## src/rtl/tdm_demux_1x2_pkg.sv

```systemverilog
// Shared definitions for the 1:2 TDM demultiplexer: slot-tracking states and
// default datapath widths.
package tdm_demux_1x2_pkg;

  // Default sample width and completed-frame counter width.
  localparam int DEF_WIDTH = 8;
  localparam int DEF_CNT_W = 8;

  // Slot-tracking state, fixed 2-bit encoding.
  typedef enum logic [1:0] {
    ST_HUNT     = 2'd0,
    ST_EXPECT_A = 2'd1,
    ST_EXPECT_B = 2'd2
  } slot_state_e;

  // True when the tracker holds frame alignment.
  function automatic logic is_locked(input slot_state_e st);
    return (st != ST_HUNT);
  endfunction

endpackage

```

## src/rtl/tdm_demux_1x2_slot_fsm.sv

```systemverilog
// Slot tracker: follows the A/B slot order of the incoming stream using the
// sync marker and issues single-cycle capture / error / frame strobes.
module tdm_demux_1x2_slot_fsm
  import tdm_demux_1x2_pkg::*;
(
  input  logic        clk,
  input  logic        rst,
  input  logic        in_valid,
  input  logic        in_sync,
  output slot_state_e state,
  output logic        capture_a,
  output logic        capture_b,
  output logic        err,
  output logic        frame_inc
);

  slot_state_e state_q;
  slot_state_e state_d;

  // State register; reset returns to hunting for a sync marker.
  always_ff @(posedge clk) begin
    if (rst) begin
      state_q <= ST_HUNT;
    end else begin
      state_q <= state_d;
    end
  end

  // Next-state and strobe decode; idle cycles leave everything untouched.
  always_comb begin
    state_d   = state_q;
    capture_a = 1'b0;
    capture_b = 1'b0;
    err       = 1'b0;
    frame_inc = 1'b0;
    if (in_valid) begin
      case (state_q)
        ST_HUNT: begin
          // Non-sync samples are dropped until a marker is seen.
          if (in_sync) begin
            capture_a = 1'b1;
            state_d   = ST_EXPECT_B;
          end
        end
        ST_EXPECT_A: begin
          if (in_sync) begin
            capture_a = 1'b1;
            state_d   = ST_EXPECT_B;
          end else begin
            // Alignment lost: drop the sample and start hunting again.
            err     = 1'b1;
            state_d = ST_HUNT;
          end
        end
        ST_EXPECT_B: begin
          if (in_sync) begin
            // B slot missing: treat this sample as the new A, keep waiting for B.
            err       = 1'b1;
            capture_a = 1'b1;
            state_d   = ST_EXPECT_B;
          end else begin
            capture_b = 1'b1;
            frame_inc = 1'b1;
            state_d   = ST_EXPECT_A;
          end
        end
        default: begin
          state_d = ST_HUNT;
        end
      endcase
    end
  end

  assign state = state_q;

endmodule

```

## src/rtl/tdm_demux_1x2.sv

```systemverilog
// 1:2 TDM demultiplexer: steers an A,B,A,B sample stream onto two registered
// channel outputs, tracks framing via the sync marker, flags slot errors and
// counts completed frames.
module tdm_demux_1x2
  import tdm_demux_1x2_pkg::*;
#(
  parameter int WIDTH = DEF_WIDTH,
  parameter int CNT_W = DEF_CNT_W
) (
  input  logic             clk,
  input  logic             rst,
  input  logic             in_valid,
  input  logic [WIDTH-1:0] in_data,
  input  logic             in_sync,
  output logic [WIDTH-1:0] out_a,
  output logic             out_a_valid,
  output logic [WIDTH-1:0] out_b,
  output logic             out_b_valid,
  output logic             sync_err,
  output logic             locked,
  output logic [CNT_W-1:0] frame_cnt
);

  slot_state_e state;
  logic        capture_a;
  logic        capture_b;
  logic        err;
  logic        frame_inc;

  logic [WIDTH-1:0] out_a_q;
  logic [WIDTH-1:0] out_b_q;
  logic             out_a_valid_q;
  logic             out_b_valid_q;
  logic             sync_err_q;
  logic [CNT_W-1:0] frame_cnt_q;

  tdm_demux_1x2_slot_fsm u_slot_fsm (
    .clk       (clk),
    .rst       (rst),
    .in_valid  (in_valid),
    .in_sync   (in_sync),
    .state     (state),
    .capture_a (capture_a),
    .capture_b (capture_b),
    .err       (err),
    .frame_inc (frame_inc)
  );

  // Channel data registers: hold the last captured sample of each channel.
  always_ff @(posedge clk) begin
    if (rst) begin
      out_a_q <= '0;
      out_b_q <= '0;
    end else begin
      if (capture_a) begin
        out_a_q <= in_data;
      end
      if (capture_b) begin
        out_b_q <= in_data;
      end
    end
  end

  // Single-cycle pulses registered from the tracker strobes.
  always_ff @(posedge clk) begin
    if (rst) begin
      out_a_valid_q <= 1'b0;
      out_b_valid_q <= 1'b0;
      sync_err_q    <= 1'b0;
    end else begin
      out_a_valid_q <= capture_a;
      out_b_valid_q <= capture_b;
      sync_err_q    <= err;
    end
  end

  // Completed-frame counter, wraps naturally at its width.
  always_ff @(posedge clk) begin
    if (rst) begin
      frame_cnt_q <= '0;
    end else if (frame_inc) begin
      frame_cnt_q <= frame_cnt_q + CNT_W'(1);
    end
  end

  assign out_a       = out_a_q;
  assign out_b       = out_b_q;
  assign out_a_valid = out_a_valid_q;
  assign out_b_valid = out_b_valid_q;
  assign sync_err    = sync_err_q;
  assign frame_cnt   = frame_cnt_q;
  // State is itself a register, so this decode is glitch-free and valid the
  // cycle after the first accepted sync.
  assign locked      = is_locked(state);

endmodule
```

## config.mk

```make
export PLATFORM = sky130hd
export DESIGN_NAME = tdm_demux_1x2
export DESIGN_NICKNAME = d
export VERILOG_FILES = /design/src/rtl/tdm_demux_1x2_pkg.sv /design/src/rtl/tdm_demux_1x2_slot_fsm.sv /design/src/rtl/tdm_demux_1x2.sv
export SDC_FILE = /design/constraint.sdc
export NUM_CORES = 1
export LEC_CHECK = 0
export BUFFER_PORTS_ARGS = -buffer_cell sky130_fd_sc_hd__buf_4
export CORE_MARGIN = 10
export CORE_UTILIZATION = 35
export DETAILED_ROUTE_END_ITERATION = 10
export GPL_TIMING_DRIVEN = 0
export HOLD_SLACK_MARGIN = 0.15
export PLACE_DENSITY = 0.68
export SLEW_MARGIN = 25
export SYNTH_ARGS = -nofsm -noshare
export SYNTH_HDL_FRONTEND = slang
export SYNTH_SLANG_ARGS = --single-unit
export TNS_END_PERCENT = 50
```

## constraint.sdc

```tcl
create_clock -name clk -period 2.6 [get_ports clk]
set_input_delay 0.13 -clock clk [delete_from_list [all_inputs] [get_ports clk]]
set_output_delay 0.13 -clock clk [all_outputs]
set_load 0.01 [all_outputs]
```

==> metrics.md <==
| Metric | Value |
|---|---|
| TritonCTS clock tree | `yes` |
| Gpl congestion | `slightly above 0.8` |
| Hpwl dp | `2340 um` |
| Wirelength per Cell | `13.5 um` |
| Total GRT Usage | `roughly 11%` |
| Htree depth | `2` |
| CTS Sinks | `29` |
| Router iterations before antenna repair | `4` |
| Antenna Cells | `0` |
| Sum of negative setup slack | `0 ps` |
| First-pass GRT wire length | `5230 um` |
| Crit path kind | `in -> reg` |
| Final setup violation count | `0` |
| Io pins | `40` |
| Slew margin rel. | `67.1%` |
| ANT nets after route | `0` |
| Largest net degree at the start of global routing | `11` |
| Largest family of logic cells by synthesized area | `simple AND/OR/NAND/NOR gates` |
| Routed WL | `between 3000 and 4000 um` |
| Die W | `between 70 and 80 um` |
| Worst Hold Slack | `179 ps` |
| Grt ovf | `0` |
| Area of the core | `between 3000 and 4000 um^2` |
| Synth Area in Simple Gates | `between 20% and 30%` |
| Die Height | `~78 um` |
| Primary FF master, synth | `dfxtp_1` |
| Ys async rst share | `0%` |
| Clock skew | `between 1.5 and 2 ps` |
| Yosys reg bits | `29` |
| Synthesis Warnings | `0` |
| Largest area contributor in the netlist | `dfxtp_1` |
| Top-area cell type share of the netlist area | `roughly half` |
| Post-route insts no fill | `about 240` |
| PwrDens | `just over 500 nW/um^2` |
| Cells after DPL | `roughly 220` |
| Max-Cap Viols | `0` |
| Overall power | `between 800 and 900 uW` |
| Syn nets | `147` |
| Post-Syn Area | `1160 um^2` |
| DP Area | `1510 um^2` |
| DRC Markers | `0` |
| Most numerous cell in the Yosys netlist | `dfxtp_1` |
| Hold Path Class | `in -> reg` |
| Fillers | `about 320` |
| Post-CTS Repair Setup Buffers | `0` |
| Initial antenna violation count | `0` |
| Share of cells above drive strength 1 | `28.3%` |
| Static Leak | `between 0.6 and 0.7 nW` |
| Cts bufs inserted | `5` |
| Status | `finished, final reports clean` |
| Mux cell area share after synthesis | `between 1.5 and 2%` |
| Most frequent cells after synthesis | `29 x dfxtp_1, 23 x a21oi_1, 20 x nand2_1` |
| Fin. max-slew vios | `0` |
| Initial DRC count | `between 50 and 60` |
| Pre-CTS WS | `around 1100 ps` |
| Fin. Hold Viols | `0` |
| Crit-path max FO | `9` |
| Die footprint | `around 6000 um^2` |
| Crit path DAT | `approximately 1700 ps` |
| Via density | `between 4 and 5` |
| Post-synthesis sequential area ratio | `between 50% and 60%` |
| Worst-skew pair later-pin latency | `around 330 ps` |
| Vias in the first global route | `roughly 1200` |
| Post-Synth XOR/XNOR Area | `0.757%` |
| Avg Cell Area, Syn | `approximately 8.6 um^2` |
| Crit path required time | `around 2800 ps` |
| Input/output buffers | `39` |
| Adder and majority gate portion of the synthesized area | `under 10%` |
| Worst setup margin | `roughly 1100 ps` |
| Post-synth EDFFs | `0` |
| RSZ-0062 raised after global routing | `no` |
| Fmax | `between 0.6 and 0.7 GHz` |
| Post-layout util | `54.0%` |
| Minimum clock period after layout | `roughly 1500 ps` |
| Synthesis-to-layout area growth | `44.8%` |
| Crit path capture type | `flop` |
| Nets | `roughly 200` |
| Unique masters post-synth | `26` |
| Final worst-path cycle share | `58.0%` |
| Core Rows | `20` |
| Worst Tran Pin Value | `approximately 490 ps` |
| Final Cell Area | `1680 um^2` |
| Initial Util | `37.3%` |
| Post-Synthesis Cells | `between 100 and 150` |
| Synth area leaders | `dfxtp_1 50%, a21oi_1 9.9%, nand2_1 6.5%, or3b_1 4.5%, o21ai_0 3.9%` |
| Reg clk slew, reported paths | `90 ps` |
| Maximum root-to-sink buffer count | `2` |
| Root Driver | `clkbuf_4` |
| Total number of vias | `about 1100` |
| VDD IR max | `a little under 300 uV` |
| CP startpoint kind | `primary input` |
| Synth Area in Compound Gates | `between 15 and 20%` |
-- cells in the final DEF, fill, tap and decap left out, types with 2 or more instances in the layout --
cell type	instances
inv_1	4
or3b_1	6
buf_4	39
or3b_2	2
clkbuf_4	5
buf_2	2
nor2_1	7
clkbuf_8	2
dlygate4sd3_1	10
o31ai_1	3
dfxtp_1	29
clkbuf_1	7
nand3_1	2
nand2_1	20
or4_1	3
mux2_2	2
nor2b_1	2
a21oi_1	23
o21ai_0	9
nand4_1	2
nor3_1	2
-- registers in the layout, summed over array words and instances (netlist names) --
name              count
frame_cnt             8
out_a                 8
out_b                 8
u_slot_fsm.state      2
out_a_valid           1
out_b_valid           1
sync_err              1
-- metal layers --
metal  GRT usage [%]  share of wire (%)  up-vias
met5               0                  0        -
met4            5.84                2.0        0
met3            5.41                8.7        8
met2            17.3                 46       34
met1            11.2                 43      506
li1                -                  -      577
-- critical path, stage by stage --
cell,delay (ps)
dlygate4sd3_1,530
buf_4,120
nand4bb_1,80
buf_2,170
nor4_1,330
mux2_2,370
-- what timing repair did --
item,in CTS,in global routing
resized for setup,0,0
endpoints found under the hold margin,15,0
hold buffers,10,0
-- where the power goes --
| group | switching [mW] | leakage, nW | internal, mW | total, mW |
|---|---|---|---|---|
| clock network | 0.157 | 0.0413 | 0.156 | 0.313 |
| registers | 0.00629 | 0.235 | 0.454 | 0.460 |
| logic | 0.0396 | 0.408 | 0.0462 | 0.0857 |
-- logic make-up (layout without fill, tap and decap cells) --
group	count (synthesis)	in the layout
AND/OR/NAND/NOR	52	52
AO/OA/AOI/OAI	36	36
flip-flops	29	29
buffers and inverters	13	70
multiplexers	2	2
adder cells (fa/ha/maj)	1	1
XOR/XNOR	1	1
-- final cells by class --
| type | count | area (um^2) | area share (%) |
|---|---|---|---|
| flip-flops and latches | 29 | 581 | 34.7 |
| multi-input cells | 92 | 526 | 31.4 |
| repair buffers | 49 | 393 | 23.5 |
| clock buffers | 7 | 65.1 | 3.88 |
| well taps | 44 | 55.1 | 3.29 |
| plain buffers | 9 | 36.3 | 2.17 |
| inverters | 4 | 15.0 | 0.896 |
| clock inverters | 1 | 5.00 | 0.299 |
-- final timing paths --
check | slack, ps | startpoint | endpoint | cells after the start
max reg2reg | 1090 | u_slot_fsm.state[1] | frame_cnt[7] | 4
min reg2reg | 460 | out_b[6] | out_b[6] | 2
min | 180 | in_sync | sync_err | 4
max | 1090 | in_valid | frame_cnt[7] | 6
(Power assumes the default switching activity.)
